[src/rtl/mem_bus_if.sv]
// CPU-port and slave-bus signal bundle for mem_bus_ctrl.
// master: the controller, which masters the slave bus. slave: the CPU plus slaves around it.
interface mem_bus_if #(
  parameter int DATA_WIDTH = 32,
  parameter int ADDR_WIDTH = 32,
  parameter int NUM_SLAVES = 4
);
  logic                            cpu_req;
  logic                            cpu_wr;
  logic [ADDR_WIDTH-1:0]           cpu_addr;
  logic [DATA_WIDTH-1:0]           cpu_wdata;
  logic [DATA_WIDTH-1:0]           cpu_rdata;
  logic                            cpu_ready;
  logic                            cpu_err;
  logic [ADDR_WIDTH-1:0]           err_addr;
  logic [NUM_SLAVES-1:0]           slv_sel;
  logic                            slv_we;
  logic [ADDR_WIDTH-1:0]           slv_addr;
  logic [DATA_WIDTH-1:0]           slv_wdata;
  logic [NUM_SLAVES*DATA_WIDTH-1:0] slv_rdata;
  logic [NUM_SLAVES-1:0]           slv_ack;

  modport master (
    input  cpu_req, cpu_wr, cpu_addr, cpu_wdata, slv_rdata, slv_ack,
    output cpu_rdata, cpu_ready, cpu_err, err_addr, slv_sel, slv_we, slv_addr, slv_wdata
  );

  modport slave (
    output cpu_req, cpu_wr, cpu_addr, cpu_wdata, slv_rdata, slv_ack,
    input  cpu_rdata, cpu_ready, cpu_err, err_addr, slv_sel, slv_we, slv_addr, slv_wdata
  );
endinterface

[src/rtl/mem_bus_ctrl.sv]
// Registered memory-map controller: decodes up to four base/size windows, runs a
// req/ack access with wait states and timeout, and returns data with a ready strobe.
module mem_bus_ctrl #(
  parameter int          DATA_WIDTH = 32,
  parameter int          ADDR_WIDTH = 32,
  parameter int          NUM_SLAVES = 4,
  parameter logic [31:0] BASE_0     = 32'h7FFF_EEFC,
  parameter logic [31:0] SIZE_0     = 32'h0000_1104,
  parameter logic [31:0] BASE_1     = 32'h1001_002C,
  parameter logic [31:0] SIZE_1     = 32'h0000_0010,
  parameter logic [31:0] BASE_2     = 32'h1001_0024,
  parameter logic [31:0] SIZE_2     = 32'h0000_0008,
  parameter logic [31:0] BASE_3     = 32'h0040_0000,
  parameter logic [31:0] SIZE_3     = 32'h0010_0000,
  parameter int          TIMEOUT    = 15
) (
  input logic       clk,
  input logic       reset,
  mem_bus_if.master bus
);

  typedef enum logic [1:0] {IDLE, ACCESS, RESP} state_t;
  typedef logic [ADDR_WIDTH:0] addr_ext_t;

  // One extra bit so base+size windows near the top of the map never wrap into a hit.
  localparam addr_ext_t BASE_EXT [4] = '{addr_ext_t'(BASE_0), addr_ext_t'(BASE_1),
                                         addr_ext_t'(BASE_2), addr_ext_t'(BASE_3)};
  localparam addr_ext_t SIZE_EXT [4] = '{addr_ext_t'(SIZE_0), addr_ext_t'(SIZE_1),
                                         addr_ext_t'(SIZE_2), addr_ext_t'(SIZE_3)};
  localparam logic [7:0] CNT_LIMIT = 8'(TIMEOUT - 1);

  state_t                  state_q, state_d;
  logic [7:0]              cnt_q, cnt_d;
  logic [ADDR_WIDTH-1:0]   addr_q, addr_d;
  logic [NUM_SLAVES-1:0]   sel_q, sel_d;
  logic                    we_q, we_d;
  logic [ADDR_WIDTH-1:0]   off_q, off_d;
  logic [DATA_WIDTH-1:0]   wdata_q, wdata_d;
  logic [DATA_WIDTH-1:0]   rdata_q, rdata_d;
  logic                    ready_q, ready_d;
  logic                    err_q, err_d;
  logic [ADDR_WIDTH-1:0]   err_addr_q, err_addr_d;

  logic                    hit;
  logic [NUM_SLAVES-1:0]   hit_sel;
  logic [ADDR_WIDTH-1:0]   hit_off;
  addr_ext_t               addr_ext;
  addr_ext_t               diff;
  logic [DATA_WIDTH-1:0]   rd_mux;
  logic                    ack_hit;

  // Walk from the highest region down so the lowest matching index overrides.
  always_comb begin
    hit      = 1'b0;
    hit_sel  = '0;
    hit_off  = '0;
    diff     = '0;
    addr_ext = {1'b0, bus.cpu_addr};
    for (int i = NUM_SLAVES - 1; i >= 0; i--) begin
      diff = addr_ext - BASE_EXT[i];
      if (addr_ext >= BASE_EXT[i] && diff < SIZE_EXT[i]) begin
        hit        = 1'b1;
        hit_sel    = '0;
        hit_sel[i] = 1'b1;
        hit_off    = diff[ADDR_WIDTH-1:0];
      end
    end
  end

  // sel_q is one-hot, so OR-ing the selected slice is the read-data mux.
  always_comb begin
    rd_mux = '0;
    for (int i = 0; i < NUM_SLAVES; i++) begin
      if (sel_q[i]) rd_mux = rd_mux | bus.slv_rdata[i*DATA_WIDTH +: DATA_WIDTH];
    end
  end

  assign ack_hit = |(bus.slv_ack & sel_q);

  // NOTE: every *_d gets its hold value first, so no path through this block can infer a latch.
  always_comb begin
    state_d    = state_q;
    cnt_d      = cnt_q;
    addr_d     = addr_q;
    sel_d      = sel_q;
    we_d       = we_q;
    off_d      = off_q;
    wdata_d    = wdata_q;
    rdata_d    = rdata_q;
    err_addr_d = err_addr_q;
    ready_d    = 1'b0;
    err_d      = 1'b0;
    unique case (state_q)
      IDLE: begin
        if (bus.cpu_req) begin
          if (hit) begin
            sel_d   = hit_sel;
            we_d    = bus.cpu_wr;
            off_d   = hit_off;
            wdata_d = bus.cpu_wdata;
            addr_d  = bus.cpu_addr;
            cnt_d   = '0;
            state_d = ACCESS;
          end else begin
            err_addr_d = bus.cpu_addr;
            ready_d    = 1'b1;
            err_d      = 1'b1;
            state_d    = RESP;
          end
        end
      end
      ACCESS: begin
        if (ack_hit) begin
          if (!we_q) rdata_d = rd_mux;
          ready_d = 1'b1;
          sel_d   = '0;
          we_d    = 1'b0;
          state_d = RESP;
        end else if (cnt_q == CNT_LIMIT) begin
          err_addr_d = addr_q;
          if (!we_q) rdata_d = '0;
          ready_d = 1'b1;
          err_d   = 1'b1;
          sel_d   = '0;
          we_d    = 1'b0;
          state_d = RESP;
        end else begin
          cnt_d = cnt_q + 8'd1;
        end
      end
      RESP:    state_d = IDLE;
      default: state_d = IDLE;
    endcase
  end

  // NOTE: the reset here is synchronous and clears the whole datapath, so a transaction
  // interrupted mid-ACCESS leaves no stale select, strobe or data behind.
  always_ff @(posedge clk) begin
    if (reset) begin
      state_q    <= IDLE;
      cnt_q      <= '0;
      addr_q     <= '0;
      sel_q      <= '0;
      we_q       <= 1'b0;
      off_q      <= '0;
      wdata_q    <= '0;
      rdata_q    <= '0;
      ready_q    <= 1'b0;
      err_q      <= 1'b0;
      err_addr_q <= '0;
    end else begin
      // NOTE: non-blocking assignments so every register samples the pre-edge values.
      state_q    <= state_d;
      cnt_q      <= cnt_d;
      addr_q     <= addr_d;
      sel_q      <= sel_d;
      we_q       <= we_d;
      off_q      <= off_d;
      wdata_q    <= wdata_d;
      rdata_q    <= rdata_d;
      ready_q    <= ready_d;
      err_q      <= err_d;
      err_addr_q <= err_addr_d;
    end
  end

  assign bus.cpu_rdata = rdata_q;
  assign bus.cpu_ready = ready_q;
  assign bus.cpu_err   = err_q;
  assign bus.err_addr  = err_addr_q;
  assign bus.slv_sel   = sel_q;
  assign bus.slv_we    = we_q;
  assign bus.slv_addr  = off_q;
  assign bus.slv_wdata = wdata_q;

endmodule

[src/flat_wrapper.sv]
// flat-port wrapper written by rule: the top's interface ports become plain ports
module mem_bus_ctrl_flat 
#(
  parameter int          DATA_WIDTH = 32,
  parameter int          ADDR_WIDTH = 32,
  parameter int          NUM_SLAVES = 4,
  parameter logic [31:0] BASE_0     = 32'h7FFF_EEFC,
  parameter logic [31:0] SIZE_0     = 32'h0000_1104,
  parameter logic [31:0] BASE_1     = 32'h1001_002C,
  parameter logic [31:0] SIZE_1     = 32'h0000_0010,
  parameter logic [31:0] BASE_2     = 32'h1001_0024,
  parameter logic [31:0] SIZE_2     = 32'h0000_0008,
  parameter logic [31:0] BASE_3     = 32'h0040_0000,
  parameter logic [31:0] SIZE_3     = 32'h0010_0000,
  parameter int          TIMEOUT    = 15
)
  (clk, reset, bus_cpu_req, bus_cpu_wr, bus_cpu_addr, bus_cpu_wdata, bus_slv_rdata, bus_slv_ack, bus_cpu_rdata, bus_cpu_ready, bus_cpu_err, bus_err_addr, bus_slv_sel, bus_slv_we, bus_slv_addr, bus_slv_wdata);
  mem_bus_if #(.DATA_WIDTH(DATA_WIDTH), .ADDR_WIDTH(ADDR_WIDTH), .NUM_SLAVES(NUM_SLAVES)) bus_i ();
  input logic clk;
  input logic reset;
  input wire logic [$bits(bus_i.cpu_req)-1:0] bus_cpu_req;
  input wire logic [$bits(bus_i.cpu_wr)-1:0] bus_cpu_wr;
  input wire logic [$bits(bus_i.cpu_addr)-1:0] bus_cpu_addr;
  input wire logic [$bits(bus_i.cpu_wdata)-1:0] bus_cpu_wdata;
  input wire logic [$bits(bus_i.slv_rdata)-1:0] bus_slv_rdata;
  input wire logic [$bits(bus_i.slv_ack)-1:0] bus_slv_ack;
  output wire logic [$bits(bus_i.cpu_rdata)-1:0] bus_cpu_rdata;
  output wire logic [$bits(bus_i.cpu_ready)-1:0] bus_cpu_ready;
  output wire logic [$bits(bus_i.cpu_err)-1:0] bus_cpu_err;
  output wire logic [$bits(bus_i.err_addr)-1:0] bus_err_addr;
  output wire logic [$bits(bus_i.slv_sel)-1:0] bus_slv_sel;
  output wire logic [$bits(bus_i.slv_we)-1:0] bus_slv_we;
  output wire logic [$bits(bus_i.slv_addr)-1:0] bus_slv_addr;
  output wire logic [$bits(bus_i.slv_wdata)-1:0] bus_slv_wdata;
  assign bus_i.cpu_req = bus_cpu_req;
  assign bus_i.cpu_wr = bus_cpu_wr;
  assign bus_i.cpu_addr = bus_cpu_addr;
  assign bus_i.cpu_wdata = bus_cpu_wdata;
  assign bus_i.slv_rdata = bus_slv_rdata;
  assign bus_i.slv_ack = bus_slv_ack;
  assign bus_cpu_rdata = bus_i.cpu_rdata;
  assign bus_cpu_ready = bus_i.cpu_ready;
  assign bus_cpu_err = bus_i.cpu_err;
  assign bus_err_addr = bus_i.err_addr;
  assign bus_slv_sel = bus_i.slv_sel;
  assign bus_slv_we = bus_i.slv_we;
  assign bus_slv_addr = bus_i.slv_addr;
  assign bus_slv_wdata = bus_i.slv_wdata;
  mem_bus_ctrl #(.DATA_WIDTH(DATA_WIDTH), .ADDR_WIDTH(ADDR_WIDTH), .NUM_SLAVES(NUM_SLAVES), .BASE_0(BASE_0), .SIZE_0(SIZE_0), .BASE_1(BASE_1), .SIZE_1(SIZE_1), .BASE_2(BASE_2), .SIZE_2(SIZE_2), .BASE_3(BASE_3), .SIZE_3(SIZE_3), .TIMEOUT(TIMEOUT)) u_core (.clk(clk), .reset(reset), .bus(bus_i));
endmodule
[config.mk]
export PLATFORM = sky130hd
export DESIGN_NAME = mem_bus_ctrl_flat
export DESIGN_NICKNAME = d
export VERILOG_FILES = /design/src/rtl/mem_bus_if.sv /design/src/rtl/mem_bus_ctrl.sv /design/src/flat_wrapper.sv
export SDC_FILE = /design/constraint.sdc
export NUM_CORES = 1
export LEC_CHECK = 0
export CORE_ASPECT_RATIO = 1.75
export CORE_MARGIN = 1.5
export CORE_UTILIZATION = 59
export DETAILED_ROUTE_END_ITERATION = 6
export DONT_BUFFER_PORTS = 1
export PLACE_DENSITY = 0.75
export SETUP_SLACK_MARGIN = 0.1
export SLEW_MARGIN = 10
export SYNTH_ARGS = -nofsm -noshare
export SYNTH_HDL_FRONTEND = slang
export SYNTH_SLANG_ARGS = --single-unit
[constraint.sdc]
create_clock -name clk -period 9.24 [get_ports clk]
set_clock_uncertainty 0.1 [all_clocks]
set_input_delay 0.924 -clock clk [delete_from_list [all_inputs] [get_ports clk]]
set_output_delay 0.924 -clock clk [all_outputs]
set_load 0.02 [all_outputs]
==> flow_metrics.tcl <==
set metrics [dict create \
    clk_pin_slew_ns 0.07 \
    cts_inserted_buffers 17 \
    synthArstFlopShare_pct 0 \
    grt_pass1_wl_mm 59.0 \
    final-max-slew-violation-count 0 \
    gr-usage-all-layers_pct 43.7 \
    io_buffers 0 \
    grt_max_degree 155 \
    cts_setup_buffers 0 \
    via_count 10900 \
    final_common_cell "nand2_1" \
    clkPwrFrac_pct 43.4 \
    first_pass_iters 7 \
    avgSynthCellArea_sq_um 7.59 \
    worst_ep_required_time_ns 9.45 \
    drt_iter0_drc 960 \
    relSlewSlack_pct 25.5 \
    start_util_pct 59.7 \
    antenna_left 0 \
    dieArea_sq_um 18400 \
    layout_common_cells "nand2_1, dfxtp_1, a21oi_1, nor2_1, a221oi_1" \
    finalCriticalPeriod_ns 5.28 \
    num_rows 64 \
    pwr-share-seq_pct 49.0 \
    die-height_microns 178 \
    nets 1478 \
    overflow 0 \
    critical_path_class "in -> reg" \
    ys.flop_type "dfxtp_1" \
    path_max_fanout 32 \
    start_kind "primary input" \
    synth_edf_count 0 \
    ys.warnings.count 0 \
    p_per_area_nw_per_um2 150 \
    post_cts_resize_count 0 \
    cts_hold_buffers 0 \
    drv_cap 0 \
    p_switching_uw 431 \
    switching_share_pct 26.4 \
    syn_area_sq_um 10400 \
    clk_latency_ns 0.44 \
    ios 335 \
    cts_tree "yes" \
    vias_per_cell 7.16 \
    status "finished clean" \
    cts.sinks 177 \
    setup_viol 0 \
    comb_power_share_pct 7.7 \
    p_int_mw 1.20 \
    cts_buffer_depth 2 \
    avgRoutedWirePerCell_microns 27.4 \
    hp-class "reg -> reg" \
    power.leakage_nw 3.57 \
    routed_wl_mm 41.7 \
    die_x_microns 103 \
    dp_hpwl_mm 29.8 \
    rsz0062_at_grt "false" \
    syn_nets 1576 \
    seq_area_frac_synth_pct 34.1 \
    antenna_found_initial 10 \
    finalHoldViolations 0 \
    remaining_drc_errors 0 \
    drive_gt1_share_pct 6.24 \
    fmax_mhz 189 \
    tns_ns 0 \
    critPathCaptureType "flip-flop" \
    worstMarginPinSlew_ns 1.12 \
    cts-root-buf "clkbuf_16" \
    peakVddDrop_v 0.000115 \
    area_growth_pct 4.83 \
    htreeDepth 4 \
    first_global_vias 9889 \
    coreArea_sq_um 17400 \
    syn-instance-count 1368 \
    crit_arrival_ns 5.49 \
    ys_ff_latch 177 \
    finalWeightedCongestion 0.999 \
    ys_types 81 \
    hold_slack_ns 0.352 \
    period_share_pct 57.2 \
]
-- Yosys cell counts (13+ instances only) --
| cell | number | area [sq um] |
|---|---|---|
| a211oi_1 | 43 | 323 |
| clkbuf_1 | 106 | 398 |
| a22o_1 | 33 | 289 |
| xnor2_1 | 17 | 149 |
| nor3_1 | 51 | 255 |
| nor2_1 | 103 | 387 |
| nand3_1 | 43 | 215 |
| dfxtp_1 | 177 | 3540 |
| a31oi_1 | 13 | 81.3 |
| o21ai_0 | 28 | 140 |
| inv_1 | 53 | 199 |
| a221oi_1 | 71 | 622 |
| a21oi_1 | 135 | 676 |
| and2_1 | 18 | 113 |
| nand4_1 | 25 | 156 |
| nand2_1 | 177 | 664 |
| nor2b_1 | 26 | 163 |
| nor4_1 | 24 | 150 |
| mux2i_1 | 13 | 130 |
-- worst max-delay path, cell delays in order --
cell and delay (ns):
nor4_2 0.85, a21oi_1 0.27, a221o_1 0.41, a2111oi_1 0.74, or4bb_1 0.56, nor4_2 0.22, nand2_1 0.12, nand3_1 0.16
nand2_1 0.65, a221oi_1 0.59
-- flip-flops by register name (all words and copies together), names as in the netlist --
signal                cells
u_core.bus.slv_sel        4
u_core.cnt_q              8
u_core.bus.cpu_err        1
u_core.bus.slv_wdata     32
u_core.bus.slv_we         1
u_core.addr_q            32
u_core.bus.cpu_ready      1
u_core.bus.slv_addr      32
u_core.state_q            2
u_core.bus.cpu_rdata     32
u_core.bus.err_addr      32
-- power groups by stage --
stage | clock [mW] | sequential, mW | combinational, mW
global placement | 0 | 0.816 | 0.120
CTS | 0.705 | 0.798 | 0.121
detailed placement | 0 | 0.816 | 0.120
global route | 0.739 | 0.799 | 0.135
floorplan | 0 | 0.812 | 0.120
finish | 0.707 | 0.799 | 0.125
-- metrics by stage --
step	utilization (%)	total power, mW	instances	worst slack, ns	cell area (sq um)
final	62.6	1.63	1521	3.96	10900
after global routing	62.6	1.67	1515	3.69	10900
after CTS	62.5	1.62	1514	4.08	10900
after detailed placement	59.2	0.936	1482	3.63	10300
after global placement	59.2	0.935	1482	3.75	10300
after floorplan	-	0.932	1368	4.77	10400
-- area by class of cell --
cell class / count / area [sq um]
sequential: 177 / 3550
antenna: 7 / 17.5
inverter: 53 / 199
tap: 231 / 289
multi-input combinational: 1006 / 6150
clock inverter: 11 / 92.6
clock buffer: 21 / 480
fill: 1576 / 6490
timing repair buffer: 15 / 113
-- worst paths after layout --
path / start / endpoint / slack [ns] / cells past startpoint
max: bus_cpu_addr[11] / u_core.bus.err_addr[5] / 3.96 / 10
min: u_core.addr_q[7] / u_core.addr_q[7] / 0.35 / 2
max reg2reg: u_core.state_q[0] / u_core.bus.slv_addr[3] / 5.82 / 7
min reg2reg: u_core.addr_q[7] / u_core.addr_q[7] / 0.35 / 2
-- layer usage --
metal  global-route usage (%)  routed length, microns
met2                     70.4                   19600
met4                     31.8                    3400
met3                     16.6                    4990
met5                        0                      68
met1                     45.7                   13700
-- kinds of logic after synthesis --
| kind of cell | synth area share (%) |
|---|---|
| buffers and inverters | 6.98 |
| xor gates and xnor gates | 1.86 |
| DFF | 34.1 |
| AOI/OAI and AO/OA | 27.3 |
| adders and majority gates | 0.964 |
| and+or+nand+nor | 27.0 |
| muxes | 1.80 |
(Power assumes the default switching activity.)
